File: src/rtl/axis_sample_source_pkg.sv
// Shared ECG filter-chain constants and the sample type.
// Latency: n/a (definitions only).
// Backpressure: n/a (definitions only).
//
// Package axis_ecg_pkg: sample width, FIR output width and normalisation
// shift used by the source and by the filter wrappers downstream.
package axis_ecg_pkg;
    localparam int ECG_SAMPLE_W   = 32;
    localparam int FIR_OUT_W      = 52;
    localparam int FIR_NORM_SHIFT = 20;

    typedef logic signed [ECG_SAMPLE_W-1:0] sample_t;

    // Pointer width for a circular buffer; never zero so DEPTH=1 still elaborates.
    function automatic int ptr_w(input int depth);
        return (depth > 1) ? $clog2(depth) : 1;
    endfunction
endpackage

File: src/rtl/axis_sample_source_if.sv
// AXI-Stream link carrying ECG samples from the source to the filter.
// Latency: n/a (wires only).
// Backpressure: tready from slave to master.
//
// Signals: tvalid/tdata (+ tlast when AXIS_TLAST_EN is defined) master->slave,
// tready slave->master. Modports: master (source side), slave (filter side).
interface axis_sample_source_if #(
    parameter int DATA_W = 32
);
    logic              tvalid;
    logic              tready;
    logic [DATA_W-1:0] tdata;
`ifdef AXIS_TLAST_EN
    logic              tlast;
`endif

    modport master (
        input  tready,
        output tvalid,
        output tdata
`ifdef AXIS_TLAST_EN
        , output tlast
`endif
    );

    modport slave (
        output tready,
        input  tvalid,
        input  tdata
`ifdef AXIS_TLAST_EN
        , input  tlast
`endif
    );
endinterface

File: src/rtl/axis_sample_source_fifo.sv
// Plain synchronous circular buffer with push/pop, occupancy count and flags.
// Latency: pushed entry visible at head one edge after the push.
// Backpressure: none internally; caller must not push when full or pop when empty.
//
// Ports: clk, rst_n, push/push_dat, pop, head_dat (combinational read of the
// oldest entry), count, full, empty. DEPTH must be a power of two so the
// pointers wrap naturally; count tells full from empty.
module sample_fifo
    import axis_ecg_pkg::*;
#(
    parameter int WIDTH = 32,
    parameter int DEPTH = 16
) (
    input  logic                       clk,
    input  logic                       rst_n,
    input  logic                       push,
    input  logic [WIDTH-1:0]           push_dat,
    input  logic                       pop,
    output logic [WIDTH-1:0]           head_dat,
    output logic [$clog2(DEPTH+1)-1:0] count,
    output logic                       full,
    output logic                       empty
);
    localparam int PW = ptr_w(DEPTH);
    localparam int CW = $clog2(DEPTH + 1);

    logic [WIDTH-1:0] mem [DEPTH];
    logic [PW-1:0]    wr_ptr;
    logic [PW-1:0]    rd_ptr;

    // Storage needs no reset: count gates every read.
    always_ff @(posedge clk) begin
        if (push) begin
            mem[wr_ptr] <= push_dat;
        end
    end

    always_ff @(posedge clk or negedge rst_n) begin
        if (!rst_n) begin
            wr_ptr <= '0;
            rd_ptr <= '0;
            count  <= '0;
        end else begin
            if (push) wr_ptr <= wr_ptr + PW'(1);
            if (pop)  rd_ptr <= rd_ptr + PW'(1);
            case ({push, pop})
                2'b10:   count <= count + CW'(1);
                2'b01:   count <= count - CW'(1);
                default: count <= count;
            endcase
        end
    end

    assign head_dat = mem[rd_ptr];
    assign full     = (count == CW'(DEPTH));
    assign empty    = (count == '0);
endmodule

File: src/rtl/axis_sample_source.sv
// AXIS master that buffers front-end sample strobes and feeds the FIR slave.
// Latency: 1 cycle strobe-to-tvalid when empty; 1 sample/clock sustained.
// Backpressure: holds tvalid/tdata on tready=0; drops new samples when full and sets overflow.
//
// Ports: clk, rst_n, sample_valid/sample_data (strobe in), ovf_clear,
// m_axis (master modport: tvalid/tready/tdata[/tlast]), overflow (sticky),
// fill_level (entries held including the output register).
// Macro AXIS_TLAST_EN adds tlast, tagging every FRAME_LEN-th accepted sample.
module axis_sample_source
    import axis_ecg_pkg::*;
#(
    parameter int DATA_W    = ECG_SAMPLE_W,
    parameter int DEPTH     = 16,
    parameter int FRAME_LEN = 250
) (
    input  logic                       clk,
    input  logic                       rst_n,
    input  logic                       sample_valid,
    input  logic signed [DATA_W-1:0]   sample_data,
    input  logic                       ovf_clear,
    axis_sample_source_if.master       m_axis,
    output logic                       overflow,
    output logic [$clog2(DEPTH+1)-1:0] fill_level
);
    localparam int CW = $clog2(DEPTH + 1);
`ifdef AXIS_TLAST_EN
    localparam int EW = DATA_W + 1;
`else
    localparam int EW = DATA_W;
`endif

    if ((DEPTH < 2) || (DEPTH > 256) || ((DEPTH & (DEPTH - 1)) != 0)) begin : g_bad_depth
        $error("axis_sample_source: DEPTH must be a power of two in 2..256");
    end
    if (FRAME_LEN < 1) begin : g_bad_frame
        $error("axis_sample_source: FRAME_LEN must be at least 1");
    end

    logic [CW-1:0] fill_q;
    logic          ovf_q;
    logic          out_vld;
    logic [EW-1:0] out_ent;
    logic [EW-1:0] in_ent;
    logic [EW-1:0] head_ent;

    logic          xfer, full, accept, drop;
    logic          fifo_push, fifo_pop, fifo_full, fifo_empty;
    logic [CW-1:0] fifo_count;
    logic          load_out, load_sel_fifo;

    assign xfer   = out_vld && m_axis.tready;
    assign full   = (fill_q == CW'(DEPTH));
    // A transfer on the same edge frees a slot, so a full block still accepts.
    assign accept = sample_valid && (!full || xfer);
    assign drop   = sample_valid && !accept;

`ifdef AXIS_TLAST_EN
    localparam int FCW = (FRAME_LEN > 1) ? $clog2(FRAME_LEN) : 1;
    logic [FCW-1:0] frame_cnt;
    logic           frame_end;

    assign frame_end = (frame_cnt == FCW'(FRAME_LEN - 1));

    // Only accepted samples advance the frame, so drops never shift tlast.
    always_ff @(posedge clk or negedge rst_n) begin
        if (!rst_n) begin
            frame_cnt <= '0;
        end else if (accept) begin
            frame_cnt <= frame_end ? '0 : frame_cnt + FCW'(1);
        end
    end

    assign in_ent       = {frame_end, sample_data};
    assign m_axis.tlast = out_ent[DATA_W];
`else
    assign in_ent = sample_data;
`endif

    sample_fifo #(
        .WIDTH (EW),
        .DEPTH (DEPTH)
    ) u_fifo (
        .clk      (clk),
        .rst_n    (rst_n),
        .push     (fifo_push),
        .push_dat (in_ent),
        .pop      (fifo_pop),
        .head_dat (head_ent),
        .count    (fifo_count),
        .full     (fifo_full),
        .empty    (fifo_empty)
    );

    // The output register is the first slot; the FIFO only holds what queues
    // behind it, so an empty output register implies an empty FIFO.
    always_comb begin
        fifo_push     = 1'b0;
        fifo_pop      = 1'b0;
        load_out      = 1'b0;
        load_sel_fifo = 1'b0;
        if (!out_vld) begin
            load_out = accept;
        end else if (xfer) begin
            if (!fifo_empty) begin
                fifo_pop      = 1'b1;
                load_out      = 1'b1;
                load_sel_fifo = 1'b1;
                fifo_push     = accept;
            end else begin
                load_out = accept;
            end
        end else begin
            fifo_push = accept && !fifo_full;
        end
    end

    always_ff @(posedge clk or negedge rst_n) begin
        if (!rst_n) begin
            out_vld <= 1'b0;
            out_ent <= '0;
        end else if (load_out) begin
            out_vld <= 1'b1;
            out_ent <= load_sel_fifo ? head_ent : in_ent;
        end else if (xfer) begin
            out_vld <= 1'b0;
        end
    end

    always_ff @(posedge clk or negedge rst_n) begin
        if (!rst_n) begin
            fill_q <= '0;
            ovf_q  <= 1'b0;
        end else begin
            case ({accept, xfer})
                2'b10:   fill_q <= fill_q + CW'(1);
                2'b01:   fill_q <= fill_q - CW'(1);
                default: fill_q <= fill_q;
            endcase
            // A new drop outranks a clear on the same edge.
            if (drop) begin
                ovf_q <= 1'b1;
            end else if (ovf_clear) begin
                ovf_q <= 1'b0;
            end
        end
    end

    // fill_level is kept as its own register; it must always equal the two
    // places data can live.
    a_fill_consistent: assert property (@(posedge clk) disable iff (!rst_n)
        fill_q == fifo_count + CW'(out_vld));

    assign m_axis.tvalid = out_vld;
    assign m_axis.tdata  = out_ent[DATA_W-1:0];
    assign overflow      = ovf_q;
    assign fill_level    = fill_q;
endmodule

File: src/flat_wrapper.sv
// flat-port wrapper written by rule: the top's interface ports become plain ports
module axis_sample_source_flat import axis_ecg_pkg::*;
#(
    parameter int DATA_W    = ECG_SAMPLE_W,
    parameter int DEPTH     = 16,
    parameter int FRAME_LEN = 250
)
  (clk, rst_n, sample_valid, sample_data, ovf_clear, overflow, fill_level, m_axis_tready, m_axis_tvalid, m_axis_tdata);
  axis_sample_source_if #(.DATA_W(DATA_W)) m_axis_i ();
  input  logic clk;
  input  logic rst_n;
  input  logic sample_valid;
  input  logic signed [DATA_W-1:0] sample_data;
  input  logic ovf_clear;
  output logic overflow;
  output logic [$clog2(DEPTH+1)-1:0] fill_level;
  input wire logic [$bits(m_axis_i.tready)-1:0] m_axis_tready;
  output wire logic [$bits(m_axis_i.tvalid)-1:0] m_axis_tvalid;
  output wire logic [$bits(m_axis_i.tdata)-1:0] m_axis_tdata;
  assign m_axis_i.tready = m_axis_tready;
  assign m_axis_tvalid = m_axis_i.tvalid;
  assign m_axis_tdata = m_axis_i.tdata;
  axis_sample_source #(.DATA_W(DATA_W), .DEPTH(DEPTH), .FRAME_LEN(FRAME_LEN)) u_core (.clk(clk), .rst_n(rst_n), .sample_valid(sample_valid), .sample_data(sample_data), .ovf_clear(ovf_clear), .m_axis(m_axis_i), .overflow(overflow), .fill_level(fill_level));
endmodule
File: config.mk
export PLATFORM = sky130hd
export DESIGN_NAME = axis_sample_source_flat
export DESIGN_NICKNAME = d
export VERILOG_FILES = /design/src/rtl/axis_sample_source_pkg.sv /design/src/rtl/axis_sample_source_if.sv /design/src/rtl/axis_sample_source_fifo.sv /design/src/rtl/axis_sample_source.sv /design/src/flat_wrapper.sv
export SDC_FILE = /design/constraint.sdc
export NUM_CORES = 1
export LEC_CHECK = 0
export ABC_AREA = 1
export CAP_MARGIN = 20
export CORE_MARGIN = 2
export CORE_UTILIZATION = 45
export DETAILED_ROUTE_END_ITERATION = 6
export HOLD_SLACK_MARGIN = 0.02
export MAX_ROUTING_LAYER = met4
export PLACE_DENSITY = 0.62
export RECOVER_POWER = 100
export SLEW_MARGIN = 20
export SYNTH_ARGS = -nofsm -noshare
export SYNTH_HDL_FRONTEND = slang
export SYNTH_SLANG_ARGS = --single-unit
File: constraint.sdc
create_clock -name clk -period 4.8 [get_ports clk]
set_input_delay 0.48 -clock clk [delete_from_list [all_inputs] [get_ports clk]]
set_output_delay 0.48 -clock clk [all_outputs]
set_load 0.02 [all_outputs]
=== Yosys cells after proc, flatten, opt, wreduce, memory -nomap -nowiden ===
Memory sizes are Yosys's and may differ from the RTL's.
Index checks and enable logic that the tools add are counted.

* $add $sub $neg: 6
* Multiply operators: 0
* Div/mod/pow operators: 0
* Order comparisons: 0
* Equal/unequal tests: 6
* Shifts and indexed selects: 0
* Muxes and demuxes: 18
* Bitwise logic cells: 0
* Reduce and logical (&&, ||, !) cells: 13

{| class="wikitable"
|+ Operators by type and width
! operator !! count
|-
| 32-bit two-way mux || 1
|-
| 5-bit case mux with 2 select lines || 2
|-
| 1-bit two-way mux || 15
|-
| 5-bit by 1-bit adder with 5-bit output (second input constant) || 2
|-
| 5-bit equality test (second input constant) || 2
|-
| 5-bit by 1-bit subtractor with 5-bit output (second input constant) || 2
|-
| 4-bit by 1-bit adder with 4-bit output (second input constant) || 2
|-
| 2-bit nonzero test || 4
|-
| 5-bit logical NOT || 1
|-
| 2-bit by 1-bit equality test with 1-bit output (second input constant) || 2
|-
| 2-bit equality test (second input constant) || 2
|-
| 1-bit logical AND || 4
|-
| 1-bit logical NOT || 3
|-
| 1-bit logical OR || 1
|}

* Register bits after elaboration: 52
* Latch bits: 0
* Memory bits (writable): 512
* Bits in read-only memories: 0
* Bits of input ports: 37
* Output and inout bits: 39
* Memories: 1

{| class="wikitable"
|+ Memory list
! memory !! words !! width !! rd ports !! clocked after Yosys merged registers in !! wr ports !! line !! RTL
|-
| u_core.u_fifo.mem || 16 || 32 || 1 || 0 || 1 || axis_sample_source_fifo.sv:27 || <nowiki>logic [WIDTH-1:0] mem [DEPTH];</nowiki>
|}

=== Longest topological paths before layout ===
* Depth in word-level cells: 9
* Gate-level depth with buffers: 18
* Mapped depth without buffers: 17

=== Cells and area by module ===
Synthesis repeated with hierarchy kept, for this count alone.

* Cell total of the unflattened synthesis: 2045
* Area total of the unflattened synthesis: 23565.1 um2

{| class="wikitable"
|+ Modules (own cells, without submodules)
! module !! times used !! cells each !! area an instance (um2) !! seq. area each (um2)
|-
| sample_fifo || 1 || 1727 || 21324.2 || 15700.1
|-
| axis_sample_source || 1 || 318 || 2240.9 || 975.9
|}

=== Worst setup path before layout ===
OpenSTA, ideal clock, no wires.

* Path type: register to register
* Start point: reg u_core.out_vld, in the netlist u_core.m_axis.tvalid
* End point: mem u_core.u_fifo.mem[3][0], enable pin
* Library setup time: 461 ps
* Arrival time: 3383 ps
* Required time: 4339 ps
* Slack: 956 ps
* Stages on the path, launching flop included: 10
* Path buffers: 1
* Cells stage by stage: dfrtp_1 > nand2_2 > nand2_1 > inv_2 > nand2_2 > nand2_4 > nor2_8 > nand2_4 > buf_6 > nor3_1

* Cells in the longest elaborated chain, start to end: 8

{| class="wikitable"
|+ RTL lines
! what !! line !! RTL
|-
| from (decl) || axis_sample_source.sv:41 || <nowiki>logic out_vld;</nowiki>
|-
| from (signal assigned) || axis_sample_source.sv:119 || <nowiki>out_vld <= 1'b0;</nowiki>
|-
| from (signal assigned) || axis_sample_source.sv:122 || <nowiki>out_vld <= 1'b1;</nowiki>
|-
| from (signal assigned) || axis_sample_source.sv:125 || <nowiki>out_vld <= 1'b0;</nowiki>
|-
| 1-bit logical AND || axis_sample_source.sv:51 || <nowiki>assign xfer = out_vld && m_axis.tready;</nowiki>
|-
| 1-bit logical OR || axis_sample_source.sv:54 || <nowiki>assign accept = sample_valid && (!full || xfer);</nowiki>
|-
| 1-bit logical AND || axis_sample_source.sv:54 ||
|-
| 1-bit two-way mux or 1-bit logical AND (tied branches) || axis_sample_source.sv:104, axis_sample_source.sv:113 ||
|-
| 1-bit two-way mux || axis_sample_source.sv:103 || <nowiki>end else if (xfer) begin</nowiki>
|-
| 1-bit two-way mux (*) || axis_sample_source.sv:101 || <nowiki>if (!out_vld) begin</nowiki>
|-
| 1-bit two-way mux (*) || axis_sample_source_fifo.sv:33 || <nowiki>if (push) begin</nowiki>
|-
| 1-bit two-way mux (implied by the code) (*) || axis_sample_source_fifo.sv:34 || <nowiki>mem[wr_ptr] <= push_dat;</nowiki>
|-
| to (decl) || axis_sample_source_fifo.sv:27 ||
|}

Every way passes the cells marked *; elsewhere a longest branch is shown, timed or not.

=== Worst setup path in the final report ===
* Start point: reg u_core.u_fifo.rd_ptr[1]
* End point: reg u_core.out_ent[31], in the netlist u_core.m_axis.tdata[31]

* Cells in the longest elaborated chain, start to end: 2

{| class="wikitable"
|+ RTL lines
! what !! line !! RTL
|-
| from (decl) || axis_sample_source_fifo.sv:29 || <nowiki>logic [PW-1:0] rd_ptr;</nowiki>
|-
| from (signal assigned) || axis_sample_source_fifo.sv:45 || <nowiki>if (pop) rd_ptr <= rd_ptr + PW'(1);</nowiki>
|-
| memory read 16 x 32 bit || n/a ||
|-
| 32-bit two-way mux || axis_sample_source.sv:123 || <nowiki>out_ent <= load_sel_fifo ? head_ent : in_ent;</nowiki>
|-
| to (signal assigned) || axis_sample_source.sv:123 ||
|-
| to (decl) || axis_sample_source.sv:42 || <nowiki>logic [EW-1:0] out_ent;</nowiki>
|}

Every way passes these cells.
A chain may end at the register's enable or synchronous reset.

==> run metrics <==
Slew HR -0.3816; DP Area 25150 sq um; CTS Buffer Depth 3; drt pass-1 iters 5; post-synthesis sequential area ratio 0.6974; initial antenna violation count 0; Worst Hold Depth 2; layout net count ~2200; type of the worst setup path flip-flop to flip-flop; top post-synthesis cells by count nand2_1, edfxtp_1, nand3_1; failing checks max-capacitance violations, max-slew violations; static leakage around 10 nW; post-synthesis compound-gate area fraction 0.01397; post-detail-place hpwl between 30000 and 40000 um; CP required 5.35 ns; first-pass GRT wire length around 90000 um; proportion of synthesized area in mux cells 0; die width between 200 and 250 um; most numerous cell in the Yosys netlist nand2_1; CTS tree done; Pwr Density 589.3 nW/um^2; fin area ~27000 sq um; Synth cell types 34; ys flop type edfxtp_1; clk_lat worst skew 0.62 ns; Post-Syn Area about 24000 sq um; vias in the first global route approximately 15000; initial core utilization 0.4550; All-Layer GR Usage 0.2272; post-synthesis simple-gate area fraction 0.2303; largest cells by area after synthesis edfxtp_1, nand2_1, nand3_1; largest net degree at the start of global routing roughly 200; Detailed Route WL 59680 um; worst endpoint data arrival time approximately 4.6 ns; CP Launch Type flip-flop; met3 WL roughly 3000 um; Synth Register Bits about 560; average wire per standard cell 20.45 um; Post-Synthesis Cells between 2000 and 2500; Remaining Overflow, GRT 0; Post-Synth XOR/XNOR Area 0.004762; total CTS buffers 55; Post-CTS Repair Setup Buffers 0; ys async rst share 0.09220; fin cells about 3000; vias per cell 5.386; FP Rows 84; Clock Sinks between 500 and 600; vias between 15000 and 20000; syn nets about 2200; Ys Warns 0; CTS root buf clkbuf_16; DRC errors left 0; fraction of layout cells with a size suffix above 1 0.05695; Placer Congestion 0.8339; final setup TNS 0 ns; post-route ant nets 0; Final Hold Viols 0; Clock Pin Slew Worst Setup and Hold Paths ~0.060 ns; IO Port Bufs between 70 and 80; CTS resizes 0; worst-margin pin slew approximately 2.1 ns; Pins Over Slew Limit around 160; status complete, but fails checks; Worst R2R Path Depth 7; Max Freq around 250 MHz; Setup-failing EPs final 0; highest metal used met4; initial DRC count 1400; post-route minimum period approximately 4 ns; WL met2 between 20000 and 30000 um; hold_buf cts 1; critical-path maximum fanout 44; hold_ws roughly 0.46 ns; peak supply drop 0.0007625 V; CTS H-tree depth 2; Avg Cell Area, Syn around 11 sq um; unrepaired setup endpoints after global routing false; Total Power around 16 mW; Synth Area in Adders 0.007640; Final period util 0.8447; Synth top area share 0.6430; top cell type by total area after synthesis edfxtp_1; Die H about 230 um; clk_skew between 0.015 and 0.02 ns; Max-Cap Viols 7; DRT met1 WL ~25000 um; Ports 76; largest family of logic cells by synthesized area simple AND/OR/NAND/NOR gates; core box area 52550 sq um; die area ~55000 sq um; Crit. End Element flip-flop; EDFF count, synth 512; HP Class input pin to flip-flop; placed cells ~2800; Area Growth Syn to Fin 11.76%; ant diodes 0
-- per-layer routing --
| metal | global-route usage | up-vias |
|---|---|---|
| li1 | - | 7418 |
| met1 | 0.2878 | 7700 |
| met2 | 0.3765 | 486 |
| met3 | 0.03234 | 112 |
| met4 | 0.07783 | 0 |
| met5 | - | - |
-- stage by stage --
| stage | utilization | worst slack (ns) |
|---|---|---|
| after global placement | 0.4786 | 1.099 |
| after global routing | 0.5085 | 0.5020 |
| after CTS | 0.5125 | 0.9306 |
| after detailed placement | 0.4786 | 0.9450 |
| after floorplan | - | 0.9556 |
| final | 0.5085 | 0.7455 |
-- sequential cells by signal, indices dropped and copies added (netlist names) --
signal	cells
u_core.u_fifo.count	5
u_core.m_axis.tvalid	1
u_core.m_axis.tdata	32
u_core.overflow	1
u_core.u_fifo.wr_ptr	4
u_core.u_fifo.rd_ptr	4
u_core.fill_level	5
u_core.u_fifo.mem	512
-- worst max-delay path, stage by stage, from the launching register on --
cell and delay [ns]:
dfrtp_2 1.03, clkbuf_2 1.10, clkbuf_2 1.08, nand2_1 0.21
a21oi_1 0.20, nand3b_1 0.12, nand3_1 0.10, nand2_1 0.10
-- cell usage in the layout, fill, tap and decap left out, types with 11 or more instances in the layout --
cell,n
clkinv_1,11
clkbuf_1,29
nand3_1,423
a21boi_1,30
clkinv_2,15
clkbuf_2,13
edfxtp_1,512
ha_1,13
inv_1,63
nor3_1,18
nand2_1,841
buf_4,11
dlygate4sd3_1,72
dfrtp_1,48
clkbuf_16,57
-- power by group --
| part | total (mW) | internal (mW) | leakage [nW] | switching [mW] |
|---|---|---|---|---|
| clock | 4.24 | 2.40 | 0.875 | 1.85 |
| sequential | 6.17 | 5.85 | 5.25 | 0.321 |
| combinational | 5.34 | 1.61 | 4.12 | 3.73 |
| total | 15.7 | 9.86 | 10.2 | 5.89 |
-- cells by family (layout without fill, tap and decap cells) --
kind of cell,Yosys count,count (layout)
and+or+nand+nor,1296,1296
DFF,564,564
buffers and inverters,194,294
AOI/OAI and AO/OA,49,49
adders and majority gates,14,14
xor gates and xnor gates,13,13
-- final timing paths --
kind | slack [ns] | start | to
worst max-delay path | 0.75 | u_core.u_fifo.rd_ptr[1] | u_core.m_axis.tdata[31]
worst min-delay path | 0.46 | ovf_clear | u_core.overflow
worst max register to register | 0.75 | u_core.u_fifo.rd_ptr[1] | u_core.m_axis.tdata[31]
worst min register to register | 0.53 | u_core.overflow | u_core.overflow
max in group asynchronous | 1.34 | rst_n | u_core.u_fifo.rd_ptr[0]
min in group asynchronous | 1.02 | rst_n | u_core.m_axis.tdata[8]
-- layout make-up --
class	instances	area, sq um
Timing Repair Buffer	121	1030
Clock inverter	33	250.2
Inverter	69	266.5
Clock buffer	71	1519
Tap cell	688	860.8
Multi-Input combinational cell	1372	6115
Sequential cell	564	16680
Fill cell	4574	25830
No activity file was read; power rests on OpenSTA's default activity.
